`config.mk`:
```
export PLATFORM = sky130hd
export DESIGN_NAME = serdes_10b
export DESIGN_NICKNAME = d
export VERILOG_FILES = /design/src/rtl/serdes_10b.sv
export SDC_FILE = /design/constraint.sdc
export NUM_CORES = 1
export LEC_CHECK = 0
export ABC_CLOCK_PERIOD_IN_PS = 4200
export CORE_MARGIN = 4
export CORE_UTILIZATION = 28
export CTS_BUF_LIST = sky130_fd_sc_hd__clkbuf_8
export DETAILED_ROUTE_END_ITERATION = 6
export SLEW_MARGIN = 30
export SYNTH_ARGS = -nofsm -noshare
export SYNTH_HDL_FRONTEND = slang
export SYNTH_SLANG_ARGS = --single-unit
```
`constraint.sdc`:
```
create_clock -name CLK -period 4.2 [get_ports CLK]
set_input_delay 0.84 -clock CLK [delete_from_list [all_inputs] [get_ports CLK]]
set_output_delay 0.84 -clock CLK [all_outputs]
set_load 0.03 [all_outputs]
```
`src/rtl/serdes_10b.sv`:
```
// serdes_10b: single-clock 10-bit SERDES.
//   TX: every WIDTH cycles it loads INP_PAR and shifts it out on OUT_SER, LSB
//       first. Words are sent back-to-back.
//   RX: deserializes INP_SER into OUT_PAR. NEG optionally inverts the input.
//       With ALIGN_EN set, the word boundary is realigned on a comma.
// Ports:
//   CLK       system clock, rising edge
//   RST       synchronous active-high reset
//   INP_PAR   TX parallel word, sampled on load edges
//   LOAD_ACK  pulse: INP_PAR was captured on this edge
//   OUT_SER   TX serial data (registered)
//   INP_SER   RX serial data
//   NEG       invert INP_SER before deserializing
//   ALIGN_EN  enable comma alignment
//   OUT_PAR   RX parallel word (registered, held between updates)
//   PAR_VALID pulse: OUT_PAR updated on this edge
//   ALIGNED   sticky: a comma has been seen since reset
module serdes_10b #(
  parameter int unsigned      WIDTH = 10,
  parameter logic [WIDTH-1:0] COMMA = WIDTH'(10'b0011111010)
) (
  input  logic             CLK,
  input  logic             RST,
  input  logic [WIDTH-1:0] INP_PAR,
  output logic             LOAD_ACK,
  output logic             OUT_SER,
  input  logic             INP_SER,
  input  logic             NEG,
  input  logic             ALIGN_EN,
  output logic [WIDTH-1:0] OUT_PAR,
  output logic             PAR_VALID,
  output logic             ALIGNED
);

  localparam int unsigned   CW   = $clog2(WIDTH);
  localparam logic [CW-1:0] LAST = CW'(WIDTH - 1);

  logic [CW-1:0]    tx_cnt_q, tx_cnt_d;
  logic [WIDTH-1:0] tx_sh_q, tx_sh_d;
  logic             out_ser_q, out_ser_d;
  logic             load_ack_q, load_ack_d;

  logic [CW-1:0]    rx_cnt_q, rx_cnt_d;
  logic [WIDTH-1:0] rx_sh_q, rx_sh_d;
  logic [WIDTH-1:0] out_par_q, out_par_d;
  logic             par_valid_q, par_valid_d;
  logic             aligned_q, aligned_d;

  logic             rx_bit;
  logic [WIDTH-1:0] win;
  logic             comma_hit;

  // TX: count 0 loads the new word and emits its bit 0 directly, so the
  // shifter only ever holds the remaining WIDTH-1 bits.
  always_comb begin
    tx_cnt_d = (tx_cnt_q == LAST) ? '0 : tx_cnt_q + CW'(1);
    if (tx_cnt_q == '0) begin
      out_ser_d  = INP_PAR[0];
      tx_sh_d    = INP_PAR >> 1;
      load_ack_d = 1'b1;
    end else begin
      out_ser_d  = tx_sh_q[0];
      tx_sh_d    = tx_sh_q >> 1;
      load_ack_d = 1'b0;
    end
  end

  // RX: new bit enters at the MSB, so after WIDTH edges the first-received
  // bit sits in bit 0. The comma is matched on the window including the
  // bit sampled this edge, so a hit and a count wrap yield one word.
  always_comb begin
    rx_bit      = INP_SER ^ NEG;
    win         = {rx_bit, rx_sh_q[WIDTH-1:1]};
    comma_hit   = ALIGN_EN && ((win == COMMA) || (win == ~COMMA));
    rx_sh_d     = win;
    out_par_d   = out_par_q;
    par_valid_d = 1'b0;
    aligned_d   = aligned_q;
    rx_cnt_d    = rx_cnt_q + CW'(1);
    if (comma_hit || (rx_cnt_q == LAST)) begin
      out_par_d   = win;
      par_valid_d = 1'b1;
      rx_cnt_d    = '0;
    end
    if (comma_hit) begin
      aligned_d = 1'b1;
    end
  end

  always_ff @(posedge CLK) begin
    if (RST) begin
      tx_cnt_q    <= '0;
      tx_sh_q     <= '0;
      out_ser_q   <= 1'b0;
      load_ack_q  <= 1'b0;
      rx_cnt_q    <= '0;
      rx_sh_q     <= '0;
      out_par_q   <= '0;
      par_valid_q <= 1'b0;
      aligned_q   <= 1'b0;
    end else begin
      tx_cnt_q    <= tx_cnt_d;
      tx_sh_q     <= tx_sh_d;
      out_ser_q   <= out_ser_d;
      load_ack_q  <= load_ack_d;
      rx_cnt_q    <= rx_cnt_d;
      rx_sh_q     <= rx_sh_d;
      out_par_q   <= out_par_d;
      par_valid_q <= par_valid_d;
      aligned_q   <= aligned_d;
    end
  end

  assign OUT_SER   = out_ser_q;
  assign LOAD_ACK  = load_ack_q;
  assign OUT_PAR   = out_par_q;
  assign PAR_VALID = par_valid_q;
  assign ALIGNED   = aligned_q;

endmodule

```
==> results of run 1 <==
[worst paths after layout]
check	end	slack (ps)	cells after the start
min	OUT_SER	440	2
max	OUT_PAR[9]	1520	5
min reg2reg	OUT_SER	440	2
max reg2reg	OUT_PAR[9]	2160	4
[area by class of cell]
type	instances	area (µm²)
fill	541	3230
sequential	40	801
multi-input combinational	103	708
timing repair buffer	29	288
tap	70	87.6
clock buffer	5	68.8
clock inverter	3	42.5
inverter	4	15.0
[per-layer routing]
layer	part of all wire	track usage	vias up	routed length, µm
li1	-	-	560	-
met1	0.50	0.114	472	1380
met2	0.41	0.124	28	1130
met3	0.067	0.0347	6	184
met4	0.025	0.0588	0	70
met5	0	0	-	0
[kinds of logic (layout without fill, tap and decap cells)]
logic type / after synthesis / count (layout)
buffers and inverters: 10 / 41
XOR/XNOR: 4 / 4
AO/OA/AOI/OAI: 13 / 13
adder cells (fa/ha/maj): 5 / 5
AND/OR/NAND/NOR: 70 / 70
multiplexers: 11 / 11
flip-flops: 40 / 40
[power by group through the flow]
stage                     Combinational (mW)  Clock [mW]  Sequential (mW)
after detailed placement              0.0686           0            0.414
final                                 0.0677       0.310            0.405
after global placement                0.0686           0            0.413
after global routing                  0.0764       0.339            0.407
after floorplan                       0.0397           0            0.416
after CTS                             0.0691       0.321            0.405
[synthesized netlist by cell type]
cell type and instances:
and4_1 1, nor2b_1 18, mux2i_1 1, inv_1 4, a211oi_4 1, and3b_1 1, clkbuf_1 5, o21ai_0 1
or4_4 1, nand2_1 24, xor2_1 1, nor2_1 8, and2_1 2, mux2_2 6, or3b_2 1, ha_1 5
nor4_4 1, nor4_1 1, dfxtp_1 40, a21oi_1 11, nand3_1 2, nor3_1 1, and4b_1 1, nand2b_1 2
buf_6 1, mux2_4 4, xnor2_1 3, nor3b_1 6
[tightest hold or removal path: stages (launching register included)]
cell and delay [ps]:
dfxtp_1 300, nand2_1 40, a21oi_1 50
[sequential cells by signal, summed over array words and instances, names as in the netlist]
signal and flops:
OUT_PAR 10, tx_cnt_q 4, ALIGNED 1, rx_cnt_q 4
PAR_VALID 1, OUT_SER 1, tx_sh_q 9, LOAD_ACK 1
rx_sh_q 9
[metrics by stage]
step                instances  hold slack (ps)  setup WS, ps  area [µm²]
global placement          246              428          1230        1900
finish                    254              443          1520        2010
global route              254              457          1410        2010
CTS                       254              444          1520        2010
floorplan                 153              422          1980        1550
detailed placement        246              432          1200        1900
==> results.md, run 1 <==
- Outcome: finished clean
- Worst EP arrival: around 2900 ps
- Final hold vios: 0
- Max-slew violations: 0
- Yosys cell types: 28
- Die X-Extent: between 80 and 90 µm
- Biggest area consumer among synthesized cells: dfxtp_1
- CTS buffer count: 5
- Antenna violations before repair: 0
- Critical path launch point: NEG
- DRC: 0
- Ant. Diodes: 0
- Die height: between 80 and 90 µm
- Post-Syn Instances: 153
- Resized cells post-CTS: 0
- Syn. warnings: 0
- Critical path class: in -> reg
- Clock sink count: 40
- Internal: ~0.60 mW
- Drt initial violations: 22
- Layout Nets: approximately 200
- Grt total ovfl: 0
- Seq/Total Area, Yosys: 0.515
- Beginning of the worst register-to-register path: rx_sh_q[1]
- Crit-path leading delay family: compound AO/OA/AOI/OAI gates
- Slowest cell on crit path: a211oi_4
- Io pins: 29
- Area growth, synth to finish: 29.4%
- HP Class: reg -> reg
- CTS H-Tree Depth: 2
- Final ANT Viol Nets: 0
- Combinational family with the most area after synthesis: simple AND/OR/NAND/NOR gates
- Synth Area in Compound Gates: 0.0515
- Leak: 0.781 nW
- Netlist Area Pre-Place: approximately 1600 µm²
- Synthesis-stage register bit count: 40
- Most frequent cells in the layout: 40 x dfxtp_1, 28 x clkdlybuf4s50_1, 24 x nand2_1, 18 x nor2b_1, 11 x a21oi_1
- NetSw: approximately 0.18 mW
- Synthesized-area fraction occupied by adder cells: 0.0403
- Wire length of the first global-routing pass: roughly 4500 µm
- Share of the synthesized area in the top cell type: 0.515
- Max FO, Critical Path: 15
- Share of layout cells above drive strength 1: 0.125
- Clk Tree Root Cell: clkbuf_8
- Placer Congestion: roughly 0.68
- Final setup vio count: 0
- Worst-Margin Slew: between 800 and 900 ps
- Worst VDD drop: between 150 and 200 µV
- Max Cap Viol: 0
- Most common cell after layout, fill and taps aside: dfxtp_1
- Post-Synth Simple-Gate Area: 0.253
- Switching Fraction: 0.227
- Clock Path Buffers: 2
- CP required: 4390 ps
- Clock Power Share: 0.396
- DR vias: between 1,000 and 1,500
- Mux share of post-synthesis cell area: 0.0886
- Crit-path cells: clkdlybuf4s50_1 > xnor2_1 > nor4_4 > a211oi_4 > mux2_2
- Slowest cell delay on critical path: 710 ps
- Final worst-path cycle share: 0.637
- GR Util All Layers: 0.0896
- Die area: between 6000 and 7000 µm²
- Worst path bufs/invs: 1
- Later-pin clock latency in the skew report: between 200 and 300 ps
- Via density: roughly 4.2
- Critical Path End Type: register
- Wire length per cell: around 11 µm
- Clk slew on worst S/H paths: about 80 ps
- Pwr dens: between 300 and 400 nW/µm²
- Sequential share of power: 0.518
- Final min period: around 2700 ps
- Final Util: 0.384
- Largest net degree at the start of global routing: 25
- DRT Pass-1 Iters: 3
- Startpoint types: input port
- Num rows: 26
- Syn avg cell area: approximately 10 µm²
- Vias in the first global route: between 900 and 1,000
- Syn nets: about 170
- Slew HR: 0.441
- Starting Density: 0.297
- Hold_buf cts: 0
- RSZ-0062 raised after global routing: false
- Worst Skew: 9.61 ps
- Power, Total: about 0.78 mW
- Final TNS setup: 0 ps
- Post-DP HPWL: between 1500 and 2000 µm
- Hold path startpoint: tx_sh_q[0]
- Ranking of synthesized cells by area: dfxtp_1 52%, nor2b_1 7.2%, nand2_1 5.8%
- Core area: around 5200 µm²
- Comb power frac: 0.087
- XOR/XNOR Fraction of Synth Area: 0.0225
- Fmax: between 300 and 400 MHz
- Post-Route WL: between 2000 and 3000 µm
- TritonCTS clock tree: built
- IO buf count: 28
- Setup Buffers After CTS: 0
Power figures use the tool's default switching activity.
==> run 2, diff against run 1 <==
--- a/config.mk
+++ b/config.mk
@@ -5,7 +5,7 @@
 export SDC_FILE = /design/constraint.sdc
 export NUM_CORES = 1
 export LEC_CHECK = 0
-export ABC_CLOCK_PERIOD_IN_PS = 4200
+export ABC_CLOCK_PERIOD_IN_PS = 2400
 export CORE_MARGIN = 4
 export CORE_UTILIZATION = 28
 export CTS_BUF_LIST = sky130_fd_sc_hd__clkbuf_8
==> constraint.sdc (replaced) <==
create_clock -name CLK -period 2.4 [get_ports CLK]
set_input_delay 0.48 -clock CLK [delete_from_list [all_inputs] [get_ports CLK]]
set_output_delay 0.48 -clock CLK [all_outputs]
set_load 0.03 [all_outputs]
==> results.md, run 2 (same netlist as run 1, synthesis figures left out) <==
- Outcome: finished clean
- Critical Path End Type: register
- Placed insts: 249 (+1.2%)
- Grt total ovfl: 0 (unchanged)
- Resized cells post-CTS: 0 (unchanged)
- Wire length of the first global-routing pass: 4680 µm (+4.5%)
- Switching Fraction: 0.242 (+0.0154)
- Clock Power Share: 0.338 (-0.058)
- Layout filler cell count: 548 (+1.3%)
- Pwr dens: 624 nW/µm² (+60%)
- Final worst-path cycle share: 0.838
- Beginning of the worst register-to-register path: rx_sh_q[5]
- Final setup vio count: 0 (unchanged)
- WHS Endpoint: tx_sh_q[0]
- Fin cells: 256 (+0.79%)
- Later-pin clock latency in the skew report: 290 ps (about the same)
- Place WS: 83.8 ps (-1120 ps)
- Max FFs per register: 10 (unchanged)
- Ant. Diodes: 0 (unchanged)
- Max-slew violations: 0 (unchanged)
- Largest net degree at the start of global routing: 41 (+64%)
- Post-placement cell area: 1920 µm² (+1.2%)
- Vias in the first global route: 1,048 (+5.9%)
- Internal: 0.947 mW (+57%)
- Worst Skew: 2.93 ps (-6.68 ps)
- Die area: 6810 µm² (unchanged)
- Core area: 5240 µm² (unchanged)
- Fmax: a little under 500 MHz
- Worst Reg-to-Reg Cells: 5 (+1)
- Clock sink count: 40 (unchanged)
- CP required: 2580 ps (-1810 ps)
- TritonCTS clock tree: built
- CTS buffer count: 5 (unchanged)
- HP Class: reg -> reg
- RSZ-0062 raised after global routing: false
- Max Cap Viol: 0 (unchanged)
- Clk slew on worst S/H paths: 70 ps (about the same)
- Worst EP arrival: 2190 ps (-680 ps)
- Sequential share of power: 0.567 (+0.049)
- Post-DP HPWL: 1860 µm (+1.4%)
- Final hold vios: 0 (unchanged)
- Share of layout cells above drive strength 1: 0.134 (+0.00941)
- DRT Pass-1 Iters: 4 (+1)
- Final ANT Viol Nets: 0 (unchanged)
- Setup ws final: 389 ps (-1130 ps)
- Final TNS setup: 0 ps (unchanged)
- Final Util: 0.382 (-0.00143)
- Die X-Extent: 82.5 µm (unchanged)
- Wire length per cell: 10.7 µm (-1.8%)
- R2R setup slack: 570 ps (-1590 ps)
- Hold path startpoint: tx_sh_q[1]
- Post-route cell area: 2000 µm² (-0.37%)
- Clock Path Buffers: 2 (unchanged)
- Critical path class: in -> reg
- Max FO, Critical Path: 6 (-9)
- Die height: 82.5 µm (unchanged)
- Hold_buf cts: 0 (unchanged)
- Setup Buffers After CTS: 0 (unchanged)
- Most frequent cells in the layout: 40 x dfxtp_1, 28 x clkdlybuf4s50_1, 24 x nand2_1, 18 x nor2b_1, 11 x a21oi_1
- Starting Density: 0.297 (unchanged)
- Final min period: roughly 2000 ps
- WHS Path Cells: 2 (unchanged)
- Placer Congestion: 0.704 (+4.2%)
- Worst VDD drop: 256 µV (+57%)
- Comb power frac: 0.095 (+0.008)
- Hold WS: 441 ps (-1.66 ps)
- Area growth, synth to finish: 28.9%
- Num rows: 26 (unchanged)
- Worst-Margin Slew: 429 ps (-407 ps)
- Leak: 0.780 nW (-0.21%)
- Power, Total: 1.25 mW (+60%)
- DRC: 0 (unchanged)
- Antenna violations before repair: 0 (unchanged)
- GR Util All Layers: 0.0915 (+0.00190)
- NetSw: 0.303 mW (+71%)
- Layout Nets: 206 (+1.5%)
- Startpoint types: input port
- Via density: 4.24 (+0.99%)
- DR vias: 1,085 (+1.8%)
- Most common cell after layout, fill and taps aside: dfxtp_1
- Slew HR: 0.712 (+0.271)
- Drt initial violations: 53 (+140%)
- Io pins: 29 (unchanged)
- CTS H-Tree Depth: 2 (unchanged)
- Clk Tree Root Cell: clkbuf_8
- Post-Route WL: 2740 µm (-0.98%)
- IO buf count: 28 (unchanged)
- R2r endpoint: OUT_PAR[6]
[run 2: cell count changes in the layout (fill, tap and decap cells not counted)]
cell / previous run / this run
buf_4: 1 / 4
bufinv_16: 1 / 0
[run 2: power by group through the flow]
stage | Sequential (mW) | Combinational (mW) | Clock [mW]
after floorplan | 0.727 | 0.0695 | 0
after global placement | 0.723 | 0.121 | 0
after detailed placement | 0.724 | 0.121 | 0
after CTS | 0.708 | 0.122 | 0.444
after global routing | 0.711 | 0.136 | 0.478
final | 0.708 | 0.119 | 0.423
[run 2: how the worst max path moves through the flow]
stage	startpoint	end	slack, ps	cells past startpoint
3_3_place_gp	NEG	OUT_PAR[4]	110	6
3_5_place_dp	NEG	OUT_PAR[4]	80	6
6_report	NEG	OUT_PAR[4]	390	6
2_1_floorplan	INP_SER	OUT_PAR[5]	540	5
4_1_cts	NEG	OUT_PAR[4]	390	6
5_1_grt	NEG	OUT_PAR[4]	320	6
[run 2: final cells by class]
type                    count  area [µm²]  share of cell area
flip-flops and latches     40         801               0.400
multi-input cells         103         708               0.354
repair buffers             32         310               0.155
well taps                  70        87.6              0.0437
clock buffers               5        68.8              0.0344
inverters                   4        15.0             0.00750
clock inverters             2        12.5             0.00625
[run 2: critical path, stage by stage]
cell and delay [ps]:
clkdlybuf4s50_1 410, xnor2_1 390, nor4_4 110, a211oi_4 250, buf_4 210, mux2_2 330
[run 2: per-layer routing]
| metal | vias up | global-route usage | share of wire | wire length, µm |
|---|---|---|---|---|
| li1 | 565 | - | - | - |
| met1 | 482 | 0.115 | 0.51 | 1400 |
| met2 | 29 | 0.136 | 0.40 | 1100 |
| met3 | 9 | 0.0347 | 0.066 | 181 |
| met4 | 0 | 0.0458 | 0.020 | 55 |
| met5 | - | 0 | 0 | 0 |
==> run 3, diff against run 2 <==
--- a/config.mk
+++ b/config.mk
@@ -5,7 +5,7 @@
 export SDC_FILE = /design/constraint.sdc
 export NUM_CORES = 1
 export LEC_CHECK = 0
-export ABC_CLOCK_PERIOD_IN_PS = 2400
+export ABC_CLOCK_PERIOD_IN_PS = 1700
 export CORE_MARGIN = 4
 export CORE_UTILIZATION = 28
 export CTS_BUF_LIST = sky130_fd_sc_hd__clkbuf_8
==> constraint.sdc (replaced) <==
create_clock -name CLK -period 1.7 [get_ports CLK]
set_input_delay 0.34 -clock CLK [delete_from_list [all_inputs] [get_ports CLK]]
set_output_delay 0.34 -clock CLK [all_outputs]
set_load 0.03 [all_outputs]
==> results.md, run 3 (same netlist as run 1, synthesis figures left out) <==
- Pwr dens: 873 nW/µm² (+40%)
- Drt initial violations: 33 (-38%)
- DRC: 0 (unchanged)
- Later-pin clock latency in the skew report: 290 ps (about the same)
- GR Util All Layers: 0.0915 (unchanged)
- Via density: 4.17 (-1.6%)
- Num rows: 26 (unchanged)
- Startpoint types: register
- Die X-Extent: 82.5 µm (unchanged)
- Die area: 6810 µm² (unchanged)
- Area of the multi-input gates: 721 µm² (+1.8%)
- Post-Route WL: 2760 µm (+0.77%)
- Wire length per cell: 10.5 µm (-1.9%)
- Fmax: around 590 MHz
- Share of layout cells above drive strength 1: 0.181 (+0.0469)
- Grt total ovfl: 0 (unchanged)
- Clock Path Buffers: 2 (unchanged)
- Max FFs per register: 10 (unchanged)
- CP required: 1880 ps (-700 ps)
- DRT Pass-1 Iters: 6 (+2)
- CTS buffer count: 5 (unchanged)
- Worst EP arrival: 1880 ps (-310 ps)
- Io pins: 29 (unchanged)
- Final TNS setup: 0 ps (unchanged)
- Outcome: finished clean
- Leak: 0.890 nW (+14%)
- Final min period: 1700 ps
- Vias in the first global route: 1,085 (+3.5%)
- Die height: 82.5 µm (unchanged)
- Layout filler cell count: 516 (-5.8%)
- Final worst-path cycle share: 1.00
- HP Class: reg -> reg
- Internal: 1.40 mW (+47%)
- DR vias: 1,097 (+1.1%)
- Wire length of the first global-routing pass: 4630 µm (-1.0%)
- NetSw: 0.444 mW (+47%)
- Largest net degree at the start of global routing: 32 (-22%)
- Antenna violations before repair: 0 (unchanged)
- Register area: 802 µm² (+0.16%)
- CTS H-Tree Depth: 2 (unchanged)
- Starting Density: 0.297 (unchanged)
- Max-slew violations: 0 (unchanged)
- Worst Skew: 3.32 ps (+0.389 ps)
- Most frequent cells in the layout: 39 x dfxtp_1, 24 x nand2_1, 23 x clkdlybuf4s50_1, 18 x nor2b_1, 11 x a21oi_1
- Clock sink count: 40 (unchanged)
- Clk Tree Root Cell: clkbuf_8
- Hold_buf cts: 0 (unchanged)
- Slew HR: 0.779 (+0.0670)
- Final setup vio count: 0 (unchanged)
- Final ANT Viol Nets: 0 (unchanged)
- Critical Path End Type: register
- Core area: 5240 µm² (unchanged)
- Clk slew on worst S/H paths: 80 ps (about the same)
- Comb power frac: 0.098 (+0.003)
- Placer Congestion: 0.736 (+4.5%)
- Crit-path cells: or4_4 > nor4_4 > a211oi_4 > buf_6 > mux2_4
- Layout Nets: 212 (+2.9%)
- Critical path class: reg -> reg
- Max Cap Viol: 0 (unchanged)
- Worst-Margin Slew: 331 ps (-98.0 ps)
- Max FO, Critical Path: 4 (-2)
- Switching Fraction: 0.241 (-0.00108)
- Clock Power Share: 0.359 (+0.021)
- Ant. Diodes: 0 (unchanged)
- Worst VDD drop: 405 µV (+58%)
- Sequential share of power: 0.543 (-0.024)
- TritonCTS clock tree: built
- Slowest cell on crit path: or4_4
- Crit-path leading delay family: simple AND/OR/NAND/NOR gates
- Slowest cell delay on critical path: 550 ps (+140 ps)
- Most common cell after layout, fill and taps aside: dfxtp_1
- Worst path bufs/invs: 1 (-1)
- Hold WS: 442 ps (+1.26 ps)
- RSZ-0062 raised after global routing: true
- Final hold vios: 0 (unchanged)
- IO buf count: 28 (unchanged)
- Area growth, synth to finish: 35.6%
- Post-DP HPWL: 1990 µm (+6.8%)
run 3: changes by cell type in the layout (fill, tap and decap cells not counted), sizes merged:
cell	previous run	this run
clkdlybuf4s50	28	23
dlygate4sd2	0	2
clkinv	1	0
dlymetal6s2s	0	3
buf	4	10
clkbuf	5	6
clkinvlp	1	2
run 3: cell type report:
cell class / count / share of cell area
inverter: 4 / 0.00713
tap: 70 / 0.0416
clock buffer: 6 / 0.0392
multi-input combinational: 103 / 0.342
sequential: 40 / 0.381
timing repair buffer: 38 / 0.182
clock inverter: 2 / 0.00713
run 3: what timing repair did:
item / in CTS / in global routing
gates cloned: 0 / 0
endpoints found under the hold margin: 0 / 0
resized for setup: 8 / 3
setup endpoints to repair: 12 / 15
pin swaps: 2 / 0
buffers inserted: 0 / 1
run 3: power groups by stage:
stage,Sequential (mW),Clock (mW),Combinational [mW]
after global placement,1.02,0,0.180
final,0.999,0.661,0.180
after detailed placement,1.02,0,0.182
after floorplan,1.03,0,0.0981
after CTS,0.999,0.692,0.183
after global routing,1.00,0.738,0.201
run 3: stage by stage:
stage          cells  setup slack [ps]  power, mW  area, µm²  utilization
5_1_grt          263             -55.9       1.94       2110        0.402
3_5_place_dp     254              -384       1.20       1970        0.377
4_1_cts          262             -6.67       1.87       2090        0.399
3_3_place_gp     254              -367       1.20       1970        0.377
6_report         263             0.203       1.84       2110        0.402
2_1_floorplan    153              23.3       1.12       1560            -
run 3: worst register-to-register path: stages (launching register included):
cell and delay, ps:
dfxtp_2 330, or4_4 550, nor4_4 200, a211oi_4 80, buf_6 140, mux2_4 280
run 3: routing by layer:
layer,part of all wire,GRT usage
met5,0,0
met3,0.064,0.0325
met4,0.022,0.0490
met1,0.47,0.114
met2,0.44,0.137
run 3: final timing paths:
check | from | endpoint | slack (ps) | cells after the start
max | rx_sh_q[5] | OUT_PAR[7] | 0.2 | 5
min | tx_sh_q[5] | tx_sh_q[4] | 440 | 2
max reg2reg | rx_sh_q[5] | OUT_PAR[7] | 0.2 | 5
min reg2reg | tx_sh_q[5] | tx_sh_q[4] | 440 | 2
